$ cat config.mk
export PLATFORM = sky130hd
export DESIGN_NAME = simon_round_controller
export DESIGN_NICKNAME = d
export VERILOG_FILES = /design/src/rtl/simon_round_controller_pkg.sv /design/src/rtl/simon_round_controller_tick_timer.sv /design/src/rtl/simon_round_controller.sv
export SDC_FILE = /design/constraint.sdc
export NUM_CORES = 1
export LEC_CHECK = 0
export ABC_AREA = 1
export CORE_MARGIN = 1
export CORE_UTILIZATION = 55
export CTS_BUF_LIST = sky130_fd_sc_hd__clkbuf_4
export CTS_CLUSTER_SIZE = 12
export DETAILED_ROUTE_END_ITERATION = 7
export PLACE_DENSITY = 0.8
export SKIP_LAST_GASP = 1
export SLEW_MARGIN = 20
export SYNTH_ARGS = -nofsm -noshare
export SYNTH_HDL_FRONTEND = slang
export SYNTH_HIERARCHICAL = 1
export SYNTH_SLANG_ARGS = --single-unit
$ cat constraint.sdc
create_clock -name clk -period 3.6 [get_ports clk]
set_input_delay 0.54 -clock clk [delete_from_list [all_inputs] [get_ports clk]]
set_output_delay 0.54 -clock clk [all_outputs]
set_load 0.01 [all_outputs]
$ cat src/rtl/simon_round_controller_pkg.sv
// Shared types and constants for the Simon round sequencer.
// Holds the FSM state encoding, bus widths and the colour codes.
package simon_pkg;

   localparam int ADDR_W = 4;
   localparam int DATA_W = 2;

   localparam logic [DATA_W-1:0] COLOR_RED    = 2'd0;
   localparam logic [DATA_W-1:0] COLOR_GREEN  = 2'd1;
   localparam logic [DATA_W-1:0] COLOR_BLUE   = 2'd2;
   localparam logic [DATA_W-1:0] COLOR_YELLOW = 2'd3;

   typedef enum logic [3:0] {
      IDLE      = 4'd0,
      WAIT_LOAD = 4'd1,
      PB_ADDR   = 4'd2,
      PB_DATA   = 4'd3,
      SHOW      = 4'd4,
      GAP       = 4'd5,
      IN_ADDR   = 4'd6,
      IN_DATA   = 4'd7,
      IN_WAIT   = 4'd8,
      WIN       = 4'd9,
      FAIL      = 4'd10
   } state_t;

   function automatic int max3(input int a, input int b, input int c);
      int m;
      m = (a > b) ? a : b;
      return (m > c) ? m : c;
   endfunction

endpackage

$ cat src/rtl/simon_round_controller_tick_timer.sv
// Counts tick pulses since the last clear and flags the tick that
// reaches the selected terminal count.
module tick_timer #(
   parameter int CNT_W = 6
) (
   input  logic             clk,
   input  logic             reset,
   input  logic             clear,
   input  logic             tick,
   input  logic [CNT_W-1:0] terminal,
   output logic             done
);

   logic [CNT_W-1:0] count;

   always_ff @(posedge clk or negedge reset) begin
      if (!reset) begin
         count <= '0;
      end else if (clear) begin
         count <= '0;
      end else if (tick) begin
         count <= count + 1'b1;
      end
   end

   assign done = tick && (count == (terminal - 1'b1));

endmodule

$ cat src/rtl/simon_round_controller.sv
// Simon game sequencer: plays the first round_len ROM entries on the LEDs,
// then checks the player's presses against the ROM until win or fail.
module simon_round_controller
   import simon_pkg::*;
#(
   parameter int N             = 10,
   parameter int ON_TICKS      = 4,
   parameter int GAP_TICKS     = 2,
   parameter int TIMEOUT_TICKS = 20
) (
   input  logic              clk,
   input  logic              reset,
   input  logic              tick,
   input  logic              start,
   input  logic              load_done,
   output logic [ADDR_W-1:0] rd_addr,
   input  logic [DATA_W-1:0] rd_data,
   input  logic              btn_valid,
   input  logic [DATA_W-1:0] btn_code,
   output logic              led_en,
   output logic [DATA_W-1:0] led_code,
   output logic [ADDR_W-1:0] round_len,
   output logic              playing,
   output logic              awaiting_input,
   output logic              win,
   output logic              fail,
   output logic [3:0]        state_dbg
);

   localparam int CNT_W = $clog2(max3(ON_TICKS, GAP_TICKS, TIMEOUT_TICKS)) + 1;
   localparam logic [CNT_W-1:0]  ON_TERM   = CNT_W'(ON_TICKS);
   localparam logic [CNT_W-1:0]  GAP_TERM  = CNT_W'(GAP_TICKS);
   localparam logic [CNT_W-1:0]  TO_TERM   = CNT_W'(TIMEOUT_TICKS);
   localparam logic [ADDR_W-1:0] LAST_LEN  = ADDR_W'(N);
   localparam logic [ADDR_W-1:0] FIRST_LEN = ADDR_W'(1);

   state_t            state, state_next;
   logic [ADDR_W-1:0] idx, idx_next;
   logic [ADDR_W-1:0] round_len_next;
   logic [DATA_W-1:0] cur, cur_next;
   logic [CNT_W-1:0]  term;
   logic              timer_clear;
   logic              timer_done;
   logic              last_step;

   // One counter serves SHOW, GAP and IN_WAIT; it restarts on every state change.
   always_comb begin
      term = TO_TERM;
      case (state)
         SHOW:    term = ON_TERM;
         GAP:     term = GAP_TERM;
         default: term = TO_TERM;
      endcase
   end

   assign timer_clear = (state_next != state) ||
                        !((state == SHOW) || (state == GAP) || (state == IN_WAIT));

   tick_timer #(
      .CNT_W(CNT_W)
   ) u_timer (
      .clk     (clk),
      .reset   (reset),
      .clear   (timer_clear),
      .tick    (tick),
      .terminal(term),
      .done    (timer_done)
   );

   assign last_step = !(idx < (round_len - FIRST_LEN));

   always_comb begin
      state_next     = state;
      idx_next       = idx;
      round_len_next = round_len;
      cur_next       = cur;
      case (state)
         IDLE: begin
            if (start) state_next = WAIT_LOAD;
         end
         WAIT_LOAD: begin
            if (load_done) begin
               state_next = PB_ADDR;
               idx_next   = '0;
            end
         end
         PB_ADDR: state_next = PB_DATA;
         PB_DATA: begin
            cur_next   = rd_data;
            state_next = SHOW;
         end
         SHOW: begin
            if (timer_done) state_next = GAP;
         end
         GAP: begin
            if (timer_done) begin
               if (!last_step) begin
                  idx_next   = idx + 1'b1;
                  state_next = PB_ADDR;
               end else begin
                  idx_next   = '0;
                  state_next = IN_ADDR;
               end
            end
         end
         IN_ADDR: state_next = IN_DATA;
         IN_DATA: begin
            cur_next   = rd_data;
            state_next = IN_WAIT;
         end
         IN_WAIT: begin
            // A press on the terminal tick still counts; the timeout only fires without one.
            if (btn_valid) begin
               if (btn_code != cur) begin
                  state_next = FAIL;
               end else if (!last_step) begin
                  idx_next   = idx + 1'b1;
                  state_next = IN_ADDR;
               end else if (round_len == LAST_LEN) begin
                  state_next = WIN;
               end else begin
                  round_len_next = round_len + 1'b1;
                  idx_next       = '0;
                  state_next     = PB_ADDR;
               end
            end else if (timer_done) begin
               state_next = FAIL;
            end
         end
         WIN, FAIL: begin
            if (start) begin
               round_len_next = FIRST_LEN;
               idx_next       = '0;
               state_next     = WAIT_LOAD;
            end
         end
         default: state_next = IDLE;
      endcase
   end

   always_ff @(posedge clk or negedge reset) begin
      if (!reset) begin
         state     <= IDLE;
         idx       <= '0;
         round_len <= FIRST_LEN;
         cur       <= '0;
      end else begin
         state     <= state_next;
         idx       <= idx_next;
         round_len <= round_len_next;
         cur       <= cur_next;
      end
   end

   // Outputs are flops loaded from the next state so they line up with the state register.
   always_ff @(posedge clk or negedge reset) begin
      if (!reset) begin
         rd_addr        <= '0;
         led_en         <= 1'b0;
         led_code       <= '0;
         playing        <= 1'b0;
         awaiting_input <= 1'b0;
         win            <= 1'b0;
         fail           <= 1'b0;
      end else begin
         if ((state_next == PB_ADDR) || (state_next == IN_ADDR)) begin
            rd_addr <= idx_next;
         end
         led_en         <= (state_next == SHOW);
         led_code       <= (state_next == SHOW) ? cur_next : '0;
         playing        <= (state_next == PB_ADDR) || (state_next == PB_DATA) ||
                           (state_next == SHOW)    || (state_next == GAP);
         awaiting_input <= (state_next == IN_WAIT);
         win            <= (state_next == WIN);
         fail           <= (state_next == FAIL);
      end
   end

   assign state_dbg = state;

endmodule

---- Word-level counts from Yosys, hierarchy flattened ----
Index checks and enable logic that the tools add are counted.
word-level totals
  bits in registers ....................... 31
  output and inout bits ................... 19
operators by class
  add/sub/neg operators ................... 5
  magnitude comparators ................... 1
  equal/unequal tests ..................... 27
  multiplexer cells ....................... 31
  reductions and logical operators ........ 16
operator list
  operator             number
  $mux 4               22
  $pmux 4 s9           1
  $eq 4x3->1 const B   7
  $eq 4x4->1 const B   7
  $eq 4x2->1 const B   4
  $pmux 4 s4           1
  $mux 6               2
  $ne 2x2->1 const B   5
  $pmux 5 s2           1
  $add 4x1->4 const B  2
  $pmux 4 s2           1
  $logic_or 1x1->1     7
  $add 6x1->6 const B  1
  $eq 6x6->1           1
  $reduce_and 6->1     1
  $sub 5x1->6 const B  1
  $eq 4x1->1 const B   1
  $logic_not 4->1      1
  $lt 4x4->1           1
  $mux 2               2
  $ne 4x4->1           1
  $reduce_bool 2->1    2
  $reduce_or 2->1      2
  $sub 4x1->4 const B  1
  other kinds (5)      5

---- Logic depth before layout (Yosys ltp) ----
  word-level depth ........................ 12
  gate-level depth with buffers ........... 27
  gate-level depth less buffers ........... 26

---- Cells and area by module ----
Netlist, hierarchy kept.
by module, submodules not included
  module                  times used  cells each  area an instance (µm²)  seq. area each (µm²)
  simon_round_controller  1           226         1754.2                  626.9
  tick_timer              1           78          520.5                   150.1

---- Least setup slack after synthesis ----
No wires, ideal clock.
  path kind ............................... reg2reg
  start ................................... reg state[3] (netlist: state_dbg[3])
  end ..................................... reg u_timer.count[5]
  library setup time ...................... 0.123 ns
  data arrival time ....................... 2.957 ns
  slack ................................... 0.520 ns
  stages on the path, launching flop included .. 26
  period minus slack after synthesis ...... 3.080 ns
  path through ............................ dfrtp_1 -> inv_2 -> nand2_4 -> nor2_8 -> inv_1 -> ha_1 -> inv_1 -> nand2_1 -> nand3_1 -> nand2_1 -> a21oi_1 -> nand2_1 -> nor2_2 -> nor2_2 -> o21ai_2 -> o211ai_2 -> nor2_4 -> nand2_4 -> nand2_1 -> nand4_1 -> nor2_2 -> nor2_4 -> nand2_2 -> o21bai_2 -> nand2_1 -> nor2_1
between the ends
  word-level cells in the longest chain between the ends .. 11
ends and longest elaborated chain
  what                                         RTL line                                 text
  start, declared                              simon_round_controller.sv:37             state_t state, state_next;
  start signal, assigned                       simon_round_controller.sv:148            state <= state_next;
  $eq 4x3->1                                   simon_round_controller.sv:49             case (state)
  $pmux 5 s2 *                                 simon_round_controller.sv:49
  named net term[1]                            simon_round_controller.sv:41             logic [CNT_W-1:0] term;
  $sub 5x1->6 *                                simon_round_controller_tick_timer.sv:26  assign done = tick && (count == (terminal - 1'b1));
  $eq 6x6->1 *                                 simon_round_controller_tick_timer.sv:26
  $logic_and 1x1->1 *                          simon_round_controller_tick_timer.sv:26
  named net timer_done                         simon_round_controller.sv:43             logic timer_done;
  $mux 4                                       simon_round_controller.sv:126            end else if (timer_done) begin
  $mux 4                                       simon_round_controller.sv:113            if (btn_valid) begin
  $pmux 4 s9 *                                 simon_round_controller.sv:77             case (state)
  named net state_next[0]                      simon_round_controller.sv:37
  $ne 4x4->1 *                                 simon_round_controller.sv:56             assign timer_clear = (state_next != state) ||
  $logic_or 1x1->1 *                           simon_round_controller.sv:56
  named net timer_clear                        simon_round_controller.sv:42             logic timer_clear;
  $mux 6 or $reduce_bool 2->1 (tied branches)  -
  end signal, assigned                         simon_round_controller_tick_timer.sv:22  count <= count + 1'b1;
  end, declared                                simon_round_controller_tick_timer.sv:14  logic [CNT_W-1:0] count;
Mark *: on every way through the listed nets, which the timed path passes. The rest lies on a longest branch.
A chain may end at the register's enable or synchronous reset.

---- Worst setup path after layout ----
Ends and elaborated chain as after synthesis.

==> results.cfg <==
[run_status]
status = completed

[synthesis]
yosys.area.top_type = dfrtp_1
ys_types = 36
yosysSeqAreaShare_pct = 34.16
synth_seq_cells = 31
ys_top_cells_by_count = 76 x nand2_1, 36 x inv_1, 30 x dfrtp_1, 28 x nand3_1, 24 x nor2_1
synth_area_leaders = dfrtp_1 33%, nand2_1 13%, nand3_1 6.2%, inv_1 5.9%, ha_1 5.0%
netlist_instances = 304
syn_area_per_cell_sq_um = 7.483
synth-async-reset-ratio_pct = 100.0
synth_edf_count = 0
synth_warnings = 6
netlist_area_sq_um = 2275
netlist.area_leader.share_pct = 33.00
synth-main-ff-cell = dfrtp_1
synth.most_common_cell = nand2_1

[floorplanning]
fp-row-count = 23
die_h_um = 66.31
coreArea_sq_um = 3971
die-area_sq_um = 4397
io_pins = 29
die_w_um = 66.31
start_util_pct = 57.28

[routing]
first_pass_iters = 4
finalWirelength_um = 4892
drt_iter0_markers = 127
viasPerCell = 5.220
route.detailed.drc = 0
vias = 2067
antenna_left = 0
avgRoutedWirePerCell_um = 12.35

[finish]
fin_util_pct = 67.96
nNetsFinal = 364
insertedDiodeCount = 0
fillers = 350
post_layout_nonfiller_instances = 396
synthToLayoutAreaGrowth_pct = 18.65
layout-drive-gt1-share_pct = 18.50

[clock_tree]
postCtsSetupBuffers = 0
htree_levels = 2
cts-root-buf = clkbuf_4
clockBufferDepth = 2
cts_tree = done
insertion_delay_ns = 0.35
ctsResizeCount = 0
path_clk_slew_ns = 0.10
cts_sinks = 31
hold_buffers = 0
numCtsBuffers = 5

[power_and_ir_drop]
powerDensity_nw_per_um2 = 708.4
cellLeakagePower_nw = 1.368
p_total_mw = 1.912
ir_drop_mv = 0.3848

[place]
gp_congestion = 0.9814
io_buffers = 28
dp_slack_ns = 0.2452
dp_hpwl_um = 3826
dp.cells = 388

[global_route]
grt_pass1_vias = 1976
grt_pass1_wl_um = 8742
grt_usage_pct = 26.24
antenna_found_initial = 0
grt_max_degree = 32
gr-total-overflow = 0

[worst_hold_path]
hold_path.class = reg -> reg

[sta]
finClkSkew_ns = 0.01320
rsz0062_at_grt = false
max_freq_ghz = 0.3043
drv_slew = 0
fin_crit_ns = 3.286
fin_ws_ns = 0.3136
fin_crit_sh_pct = 91.29
final.setup.tns_ns = 0
setup_viol_count_final = 0
final-hold-violation-count = 0

[critical_path]
crit_fanout = 8
start_kind = flop
crit_path_end_kind = flop
critPathArrivalTime_ns = 3.53
critical_path_class = reg -> reg
required_ns = 3.85

[run]
drv_cap = 0
layout make-up:
cell class                      instances  area (sq um)  share of cell area (%)
Multi-Input combinational cell        229          1325                   49.10
Sequential cell                        31         777.0                   28.79
Timing Repair Buffer                   31         302.8                   11.22
Inverter                               47         178.9                   6.630
Tap cell                               50         62.56                   2.318
Clock buffer                            6         45.04                   1.669
Clock inverter                          2         7.507                  0.2782
through the flow:
step,hold slack [ns],area [sq um]
finish,0.4802,2699
global route,0.5038,2699
CTS,0.4880,2689
detailed placement,0.4646,2636
global placement,0.4589,2636
floorplan,0.2444,2293
critical path, cell delays in order (launching register included):
cell,delay (ns)
dfrtp_1,0.42
inv_2,0.17
nand2_4,0.10
nor2_8,0.17
inv_1,0.09
ha_1,0.22
inv_1,0.08
nand2_1,0.07
nand3_1,0.08
nand2_1,0.06
a21oi_1,0.12
nand2_1,0.10
nor2_4,0.17
inv_2,0.10
nor2_1,0.12
o21ai_2,0.06
o211ai_2,0.08
nor2_4,0.08
nand2_4,0.13
nand2_1,0.06
nand4_1,0.17
nor2_4,0.07
nor2_4,0.13
nand2_2,0.06
nor3b_1,0.18
nor2_1,0.07
state kept, by name (all words and copies together) (netlist names):
name,count
playing,1
led_en,1
state_dbg,4
round_len,4
idx,4
led_code,2
cur,2
u_timer/count,6
rd_addr,4
awaiting_input,1
fail,1
win,1
layout by cell type (no fill, tap or decap):
| cell type | n |
|---|---|
| clkdlybuf4s50_1 | 28 |
| nand3_2 | 3 |
| a21oi_1 | 9 |
| buf_4 | 3 |
| o211ai_2 | 1 |
| nand2_4 | 5 |
| conb_1 | 6 |
| ha_1 | 9 |
| clkinv_1 | 2 |
| inv_4 | 1 |
| o21ai_0 | 9 |
| nor3b_1 | 1 |
| o21bai_2 | 1 |
| xor2_1 | 7 |
| nor2_1 | 24 |
| o21bai_1 | 1 |
| nor2_8 | 1 |
| inv_1 | 36 |
| a21boi_1 | 1 |
| o21ai_2 | 1 |
| a21boi_0 | 1 |
| o21ai_1 | 3 |
| nand4_2 | 2 |
| nor3_1 | 1 |
| nor3_2 | 3 |
| nand2_1 | 76 |
| a21oi_2 | 3 |
| nor2_4 | 6 |
| nand3_1 | 28 |
| inv_2 | 10 |
| nand4_1 | 6 |
| or2_2 | 1 |
| nor2_2 | 5 |
| dfrtp_1 | 30 |
| clkbuf_4 | 6 |
| dfstp_2 | 1 |
| nand2_2 | 10 |
| a22oi_2 | 1 |
| xnor2_1 | 4 |
logic make-up (layout without fill, tap and decap cells):
family / Yosys count / count (layout) / share of synthesized area (%)
compound gates: 31 / 31 / 8.746
other cells: 1 / 6 / 0.1649
simple gates: 172 / 172 / 38.89
buf+inv: 49 / 86 / 8.856
flops: 31 / 31 / 34.16
xor+xnor: 11 / 11 / 4.235
fa+ha+maj: 9 / 9 / 4.951
worst paths after layout:
path                                   start          endpoint  slack [ns]  cells after the start
min in group asynchronous              reset      round_len[3]        0.57                      2
max in group asynchronous              reset      round_len[0]        2.71                      2
worst max-delay path            state_dbg[3]  u_timer/count[5]        0.31                     25
worst max register to register  state_dbg[3]  u_timer/count[5]        0.31                     25
worst min-delay path              rd_addr[2]        rd_addr[2]        0.48                      2
worst min register to register    rd_addr[2]        rd_addr[2]        0.48                      2
layer usage:
| metal | vias up | GRT usage [%] | share of wire (%) |
|---|---|---|---|
| met5 | - | 0 | 0 |
| met4 | 0 | 9.043 | 1.8 |
| met3 | 9 | 5.345 | 4.8 |
| met2 | 63 | 43.24 | 48 |
| met1 | 942 | 33.83 | 45 |
| li1 | 1053 | - | - |
power breakdown:
| part | switching (mW) | total, mW | internal (mW) |
|---|---|---|---|
| clock network | 0.121 | 0.200 | 0.0797 |
| logic | 0.726 | 1.18 | 0.453 |
| registers | 0.0896 | 0.532 | 0.442 |
(Power assumes the default switching activity.)
